## config.mk

```make
export PLATFORM = sky130hd
export DESIGN_NAME = tx_arbiter
export DESIGN_NICKNAME = d
export VERILOG_FILES = /design/src/rtl/tx_arbiter.sv
export SDC_FILE = /design/constraint.sdc
export NUM_CORES = 1
export LEC_CHECK = 0
export BUFFER_PORTS_ARGS = -buffer_cell sky130_fd_sc_hd__buf_2
export CORE_UTILIZATION = 49
export CTS_BUF_LIST = sky130_fd_sc_hd__clkbuf_8
export CTS_CLUSTER_DIAMETER = 40
export CTS_CLUSTER_SIZE = 14
export DETAILED_ROUTE_END_ITERATION = 8
export PLACE_DENSITY = 0.89
export SYNTH_ARGS = -nofsm -noshare
export SYNTH_HDL_FRONTEND = slang
export SYNTH_SLANG_ARGS = --single-unit
```

## constraint.sdc

```tcl
create_clock -name clock -period 1.8 [get_ports clock]
set_input_delay 0.27 -clock clock [delete_from_list [all_inputs] [get_ports clock]]
set_output_delay 0.27 -clock clock [all_outputs]
set_load 0.05 [all_outputs]
```

## src/rtl/tx_arbiter.sv

```systemverilog
`timescale 1ns/1ps
// -----------------------------------------------------------------------------
// tx_arbiter
//
// Frame-granular arbiter sharing the single tx_sm FIFO-read interface between
// requester 0 (rx loopback path) and requester 1 (host frame source). The
// winner owns the interface until the last byte of its frame is read, then
// the grant drops for GAP_CYCLES idle cycles before the next arbitration. A
// byte-count watchdog aborts any grant that reaches MAX_FRAME_BYTES reads
// without seeing an end-of-frame byte.
//
// Build option:
//   TX_ARB_FIXED_PRIORITY_EN  defined   -> requester 0 always wins a tie
//                             undefined -> round-robin on ties (default)
//
// Parameters:
//   GAP_CYCLES       idle cycles between release and next arbitration (>=0)
//   MAX_FRAME_BYTES  watchdog limit on reads within one grant (>=2)
//   COUNT_WIDTH      width of the per-requester completed-frame counters
//
// Ports:
//   clock, reset                  clock, async active-high reset
//   reqN_data/start/end           head byte and frame flags of requester N
//   reqN_available                requester N has a complete frame queued
//   reqN_read                     pop strobe back to requester N
//   fifo_data/_start/_end         muxed head byte and flags towards tx_sm
//   fifo_data_available           granted requester's availability
//   fifo_data_read                pop strobe from tx_sm
//   grant                         one-hot owner, 00 = none
//   overrun                       one-cycle pulse on watchdog abort
//   frames0/frames1               completed frames per requester (wrapping)
// -----------------------------------------------------------------------------
module tx_arbiter #(
  parameter int GAP_CYCLES      = 2,
  parameter int MAX_FRAME_BYTES = 1518,
  parameter int COUNT_WIDTH     = 16
) (
  input  logic                   clock,
  input  logic                   reset,
  input  logic [7:0]             req0_data,
  input  logic                   req0_start,
  input  logic                   req0_end,
  input  logic                   req0_available,
  output logic                   req0_read,
  input  logic [7:0]             req1_data,
  input  logic                   req1_start,
  input  logic                   req1_end,
  input  logic                   req1_available,
  output logic                   req1_read,
  output logic [7:0]             fifo_data,
  output logic                   fifo_data_start,
  output logic                   fifo_data_end,
  output logic                   fifo_data_available,
  input  logic                   fifo_data_read,
  output logic [1:0]             grant,
  output logic                   overrun,
  output logic [COUNT_WIDTH-1:0] frames0,
  output logic [COUNT_WIDTH-1:0] frames1
);

  localparam int BYTE_W = $clog2(MAX_FRAME_BYTES + 1);
  localparam int GAP_W  = (GAP_CYCLES > 1) ? $clog2(GAP_CYCLES) : 1;

  // Count value at which one more read would hit the watchdog limit.
  localparam logic [BYTE_W-1:0] BYTE_LAST = BYTE_W'(MAX_FRAME_BYTES - 1);
  // Gap counter value of the final gap cycle (unused when GAP_CYCLES is 0).
  localparam logic [GAP_W-1:0]  GAP_LAST  = GAP_W'((GAP_CYCLES > 0) ? GAP_CYCLES - 1 : 0);

  typedef enum logic [1:0] {
    ST_IDLE  = 2'd0,
    ST_GRANT = 2'd1,
    ST_GAP   = 2'd2
  } state_t;

  // With no gap configured a release goes straight back to arbitration.
  localparam state_t REL_STATE = (GAP_CYCLES == 0) ? ST_IDLE : ST_GAP;

  state_t                   state_r;
  state_t                   next_state_s;
  logic [1:0]               grant_r;
  logic [1:0]               win_s;
  logic                     normal_end_s;
  logic                     abort_s;
  logic [BYTE_W-1:0]        byte_cnt_r;
  logic [GAP_W-1:0]         gap_cnt_r;
  logic                     overrun_r;
  logic [COUNT_WIDTH-1:0]   frames0_r;
  logic [COUNT_WIDTH-1:0]   frames1_r;

`ifdef TX_ARB_FIXED_PRIORITY_EN
  // Fixed priority needs no memory of the previous owner.
`else
  logic                     last_served_r;

  // Remember which requester owned the most recently released grant.
  always_ff @(posedge clock or posedge reset) begin
    if (reset) begin
      last_served_r <= 1'b1;
    end else if (normal_end_s || abort_s) begin
      last_served_r <= grant_r[1];
    end
  end
`endif

  // FSM state register.
  always_ff @(posedge clock or posedge reset) begin
    if (reset) begin
      state_r <= ST_IDLE;
    end else begin
      state_r <= next_state_s;
    end
  end

  // Next-state logic: arbitration, frame end, watchdog abort and gap timing.
  always_comb begin
    next_state_s = state_r;
    win_s        = 2'b00;
    normal_end_s = 1'b0;
    abort_s      = 1'b0;
    case (state_r)
      ST_IDLE: begin
        if (req0_available && req1_available) begin
`ifdef TX_ARB_FIXED_PRIORITY_EN
          win_s = 2'b01;
`else
          // Tie: serve whichever requester did not own the previous grant.
          win_s = last_served_r ? 2'b01 : 2'b10;
`endif
          next_state_s = ST_GRANT;
        end else if (req0_available) begin
          win_s        = 2'b01;
          next_state_s = ST_GRANT;
        end else if (req1_available) begin
          win_s        = 2'b10;
          next_state_s = ST_GRANT;
        end else begin
          next_state_s = ST_IDLE;
        end
      end
      ST_GRANT: begin
        if (fifo_data_read && fifo_data_end) begin
          normal_end_s = 1'b1;
          next_state_s = REL_STATE;
        end else if (fifo_data_read && (byte_cnt_r == BYTE_LAST)) begin
          // This read would reach the limit with no end flag in sight.
          abort_s      = 1'b1;
          next_state_s = REL_STATE;
        end else begin
          next_state_s = ST_GRANT;
        end
      end
      ST_GAP: begin
        if (gap_cnt_r == GAP_LAST) begin
          next_state_s = ST_IDLE;
        end else begin
          next_state_s = ST_GAP;
        end
      end
      default: begin
        next_state_s = ST_IDLE;
      end
    endcase
  end

  // Output mux: the granted requester drives tx_sm, reads are routed back only to it.
  always_comb begin
    fifo_data           = 8'h00;
    fifo_data_start     = 1'b0;
    fifo_data_end       = 1'b0;
    fifo_data_available = 1'b0;
    req0_read           = 1'b0;
    req1_read           = 1'b0;
    grant               = grant_r;
    overrun             = overrun_r;
    frames0             = frames0_r;
    frames1             = frames1_r;
    case (grant_r)
      2'b01: begin
        fifo_data           = req0_data;
        fifo_data_start     = req0_start;
        fifo_data_end       = req0_end;
        fifo_data_available = req0_available;
        req0_read           = fifo_data_read;
      end
      2'b10: begin
        fifo_data           = req1_data;
        fifo_data_start     = req1_start;
        fifo_data_end       = req1_end;
        fifo_data_available = req1_available;
        req1_read           = fifo_data_read;
      end
      default: begin
        fifo_data = 8'h00;
      end
    endcase
  end

  // Datapath registers: grant owner, byte and gap counters, overrun pulse, frame counters.
  always_ff @(posedge clock or posedge reset) begin
    if (reset) begin
      grant_r    <= 2'b00;
      byte_cnt_r <= '0;
      gap_cnt_r  <= '0;
      overrun_r  <= 1'b0;
      frames0_r  <= '0;
      frames1_r  <= '0;
    end else begin
      overrun_r <= abort_s;

      case (state_r)
        ST_IDLE:  grant_r <= win_s;
        ST_GRANT: grant_r <= (normal_end_s || abort_s) ? 2'b00 : grant_r;
        default:  grant_r <= 2'b00;
      endcase

      if (state_r == ST_IDLE) begin
        byte_cnt_r <= '0;
      end else if ((state_r == ST_GRANT) && fifo_data_read) begin
        byte_cnt_r <= byte_cnt_r + BYTE_W'(1);
      end

      if (state_r == ST_GAP) begin
        gap_cnt_r <= gap_cnt_r + GAP_W'(1);
      end else begin
        gap_cnt_r <= '0;
      end

      // Only properly terminated frames are counted; counters wrap naturally.
      if (normal_end_s && grant_r[0]) begin
        frames0_r <= frames0_r + COUNT_WIDTH'(1);
      end
      if (normal_end_s && grant_r[1]) begin
        frames1_r <= frames1_r + COUNT_WIDTH'(1);
      end
    end
  end

endmodule
```

==> out/metrics.yaml <==
ctsRootBufferMaster: "clkbuf_8"
synth_area_leaders: "dfrtp_1 (47%), xor2_1 (5.7%), xnor2_1 (4.4%)"
numCtsBuffers: 5
tightest_slew_ns: 0.3769
crit_chain: "ha_2, buf_12, a22oi_2, nor2_4, buf_6"
path_buf_inv: 2
clock_path_buffers: 2
antenna_found_initial: 0
grt_pass1_vias: 2370
layout_setup_ws_ns: -0.1367
violations: "negative setup slack"
max-cap-violations: 0
power_density_mw_per_mm2: 755.6
peakVddDrop_v: 0.0005326
syn-num-nets: 279
cp-start-kind: "flop"
grt_overflow: 0
yosys_register_bits: 50
numClockSinks: 50
fin_crit_sh_pct: 107.6
critPathMaxFanout: 11
switching_share_pct: 27.14
slowest_delay_ns: 0.47
clock_power_share_pct: 35.7
hp-class: "input pin to flop"
hold_violations: 0
ys_warn_count: 0
r2r-end: "frames1[4]"
drtPass1Iterations: 4
synth_cells: 248
core_area_sq_mm: 0.005107
drt-initial-drc-count: 133
grt_pass1_wl_um: 11050
syn_area_per_cell_sq_um: 10.48
critPathArrivalTime_ns: 1.67
drc_errors: 0
die_w_um: 74.85
seqPwrFrac_pct: 51.2
post-route-min-period_ns: 1.937
crit_required_ns: 1.53
hpwl_um: 4399
gr-usage-all-layers_pct: 26.50
end_kind: "output port"
max_freq_ghz: 0.5163
synth-main-ff-cell: "dfrtp_1"
grt_max_degree: 25
yosysTopAreaCell: "dfrtp_1"
io_pins: 73
p_int_mw: 2.007
min_path_cells: 3
path_depth: 5
clkLatencyLatePin_ns: 0.32
io_buffers: 72
finClkSkew_ns: 0.01835
fin_util_pct: 71.39
path_class: "flop to output port"
synth_edf_count: 0
power.total_mw: 2.755
slew_headroom_pct: 74.87
crit_path_end: "fifo_data[0]"
synth_top_area_share_pct: 47.16
path_clk_slew_ns: 0.11
ys_seq_area_share_pct: 48.17
r2r_cells: 6
num_rows: 26
crit_family: "flip-flops"
p_leak_nw: 1.780
avgViaCountPerCell: 5.732
netlist-cell-type-count: 43
ys_async_sr_fraction_pct: 100.0
wire_per_inst_um: 17.51
rsz0062_at_grt: "true"
via_count: 2333
syn_to_final_growth_pct: 40.23
r2r_start: "grant[1]"
gp_congestion: 0.8361
p_comb_share_pct: 13.0
cts_tree: "built"
status: "finished, violations left"
design.die.area_sq_mm: 0.005602
finalMaxSlewViolations: 0
dpl_worst_slack_ns: -0.01560
p_switching_mw: 0.7478
netlist_area_sq_mm: 0.002600
htree_levels: 2
n_antenna_cell: 0
setup-violations-final: 20
fp.dieH_um: 74.85
nets: 367
r2r_slack_ns: -0.13
initial_utilization_pct: 50.91
drive_gt1_share_pct: 46.29
ant_nets: 0
crit_start: "grant[0]"
slowest_stage: "dfrtp_2"
wirelength_um: 7126
-- flip-flops by register name, summed over array words and instances (netlist names) --
register       count
last_served_r      1
byte_cnt_r        11
gap_cnt_r          1
frames1           16
state_r            2
frames0           16
grant              2
overrun            1
-- layout make-up --
class                           count  area (sq um)
Clock inverter                      2         60.06
Multi-Input combinational cell    182          1506
Fill cell                         344          1461
Clock buffer                        6         82.58
Sequential cell                    50          1259
Timing Repair Buffer               89         620.6
Inverter                            8         30.03
Tap cell                           70         87.58
-- per-stage QoR --
step / cells / TNS (ns) / cell area, sq um / hold WS [ns]
final: 407 / -1.258 / 3646 / 0.2889
after global placement: 396 / 0 / 3231 / 0.2537
after CTS: 407 / -0.3370 / 3548 / 0.2767
after global routing: 407 / -2.864 / 3646 / 0.3027
after detailed placement: 396 / -0.01560 / 3231 / 0.2640
after floorplan: 248 / -0.04578 / 2714 / 0.3906
-- worst min-delay path: stages --
cell	delay, ns
buf_2	0.12
a32oi_1	0.11
o31ai_1	0.07
-- cell usage after synthesis, types with 2 or more instances --
cell type  instances
o31ai_1            2
mux2i_1            8
and2_1             4
nor2_1            21
nand4_1           14
nor3b_1            4
a22oi_1           11
a32oi_1            2
nand2_1           22
xor2_1            17
inv_1              8
xnor2_1           13
o21ai_0            5
nor3_1            10
dfrtp_1           49
ha_1               6
and4_1             3
and3_1             4
nand4_2            2
clkbuf_1           4
nor4_2             3
nand3_1           13
mux2_2             3
-- metal layers --
metal | wire length, um | GRT usage, % | up-vias | part of all wire [%]
li1 | - | - | 1063 | -
met1 | 2843 | 29.74 | 1155 | 40
met3 | 331 | 6.292 | 28 | 4.6
met5 | 0 | 0 | - | 0
met4 | 255 | 16.77 | 0 | 3.6
met2 | 3696 | 45.35 | 87 | 52
-- worst min path at each step --
stage,slack (ns),end,start
after CTS,0.28,grant[1],req1_available
after global placement,0.25,frames0[7],reset
final,0.29,grant[1],req1_available
after global routing,0.30,grant[1],req1_available
after floorplan,0.39,gap_cnt_r,gap_cnt_r
after detailed placement,0.26,frames0[7],reset
-- placed cells by master, fill, tap and decap left out, drive strengths merged, types with 11 or more instances in the layout --
| cell type | Yosys | layout |
|---|---|---|
| dfrtp | 49 | 49 |
| nor3 | 11 | 11 |
| nor2 | 21 | 21 |
| nand4 | 16 | 16 |
| xor2 | 17 | 17 |
| nand2 | 22 | 22 |
| xnor2 | 13 | 13 |
| a22oi | 11 | 11 |
| buf | 3 | 88 |
| nand3 | 13 | 13 |
-- cells by family (layout without fill, tap and decap cells) --
group | count (synthesis) | count (layout) | synth area share, %
and+or+nand+nor | 112 | 112 | 25.22
DFF | 50 | 50 | 48.17
xor gates and xnor gates | 30 | 30 | 10.11
AOI/OAI and AO/OA | 23 | 23 | 6.400
buffers and inverters | 16 | 105 | 2.839
muxes | 11 | 11 | 4.379
adders and majority gates | 6 | 6 | 2.887
-- repair_timing --
item	CTS	global route
hold buffers	1	0
pin swaps	1	2
endpoints found under the setup margin	14	30
buffers inserted	2	0
gates resized for setup	39	22
endpoints found under the hold margin	13	0
-- power by group through the flow --
| stage | logic (mW) | registers, mW | clock network, mW |
|---|---|---|---|
| 2_1_floorplan | 0.240 | 1.39 | 0 |
| 3_5_place_dp | 0.328 | 1.42 | 0 |
| 4_1_cts | 0.341 | 1.40 | 0.985 |
| 3_3_place_gp | 0.311 | 1.41 | 0 |
| 6_report | 0.359 | 1.41 | 0.985 |
| 5_1_grt | 0.408 | 1.44 | 1.05 |
(Power assumes the default switching activity.)
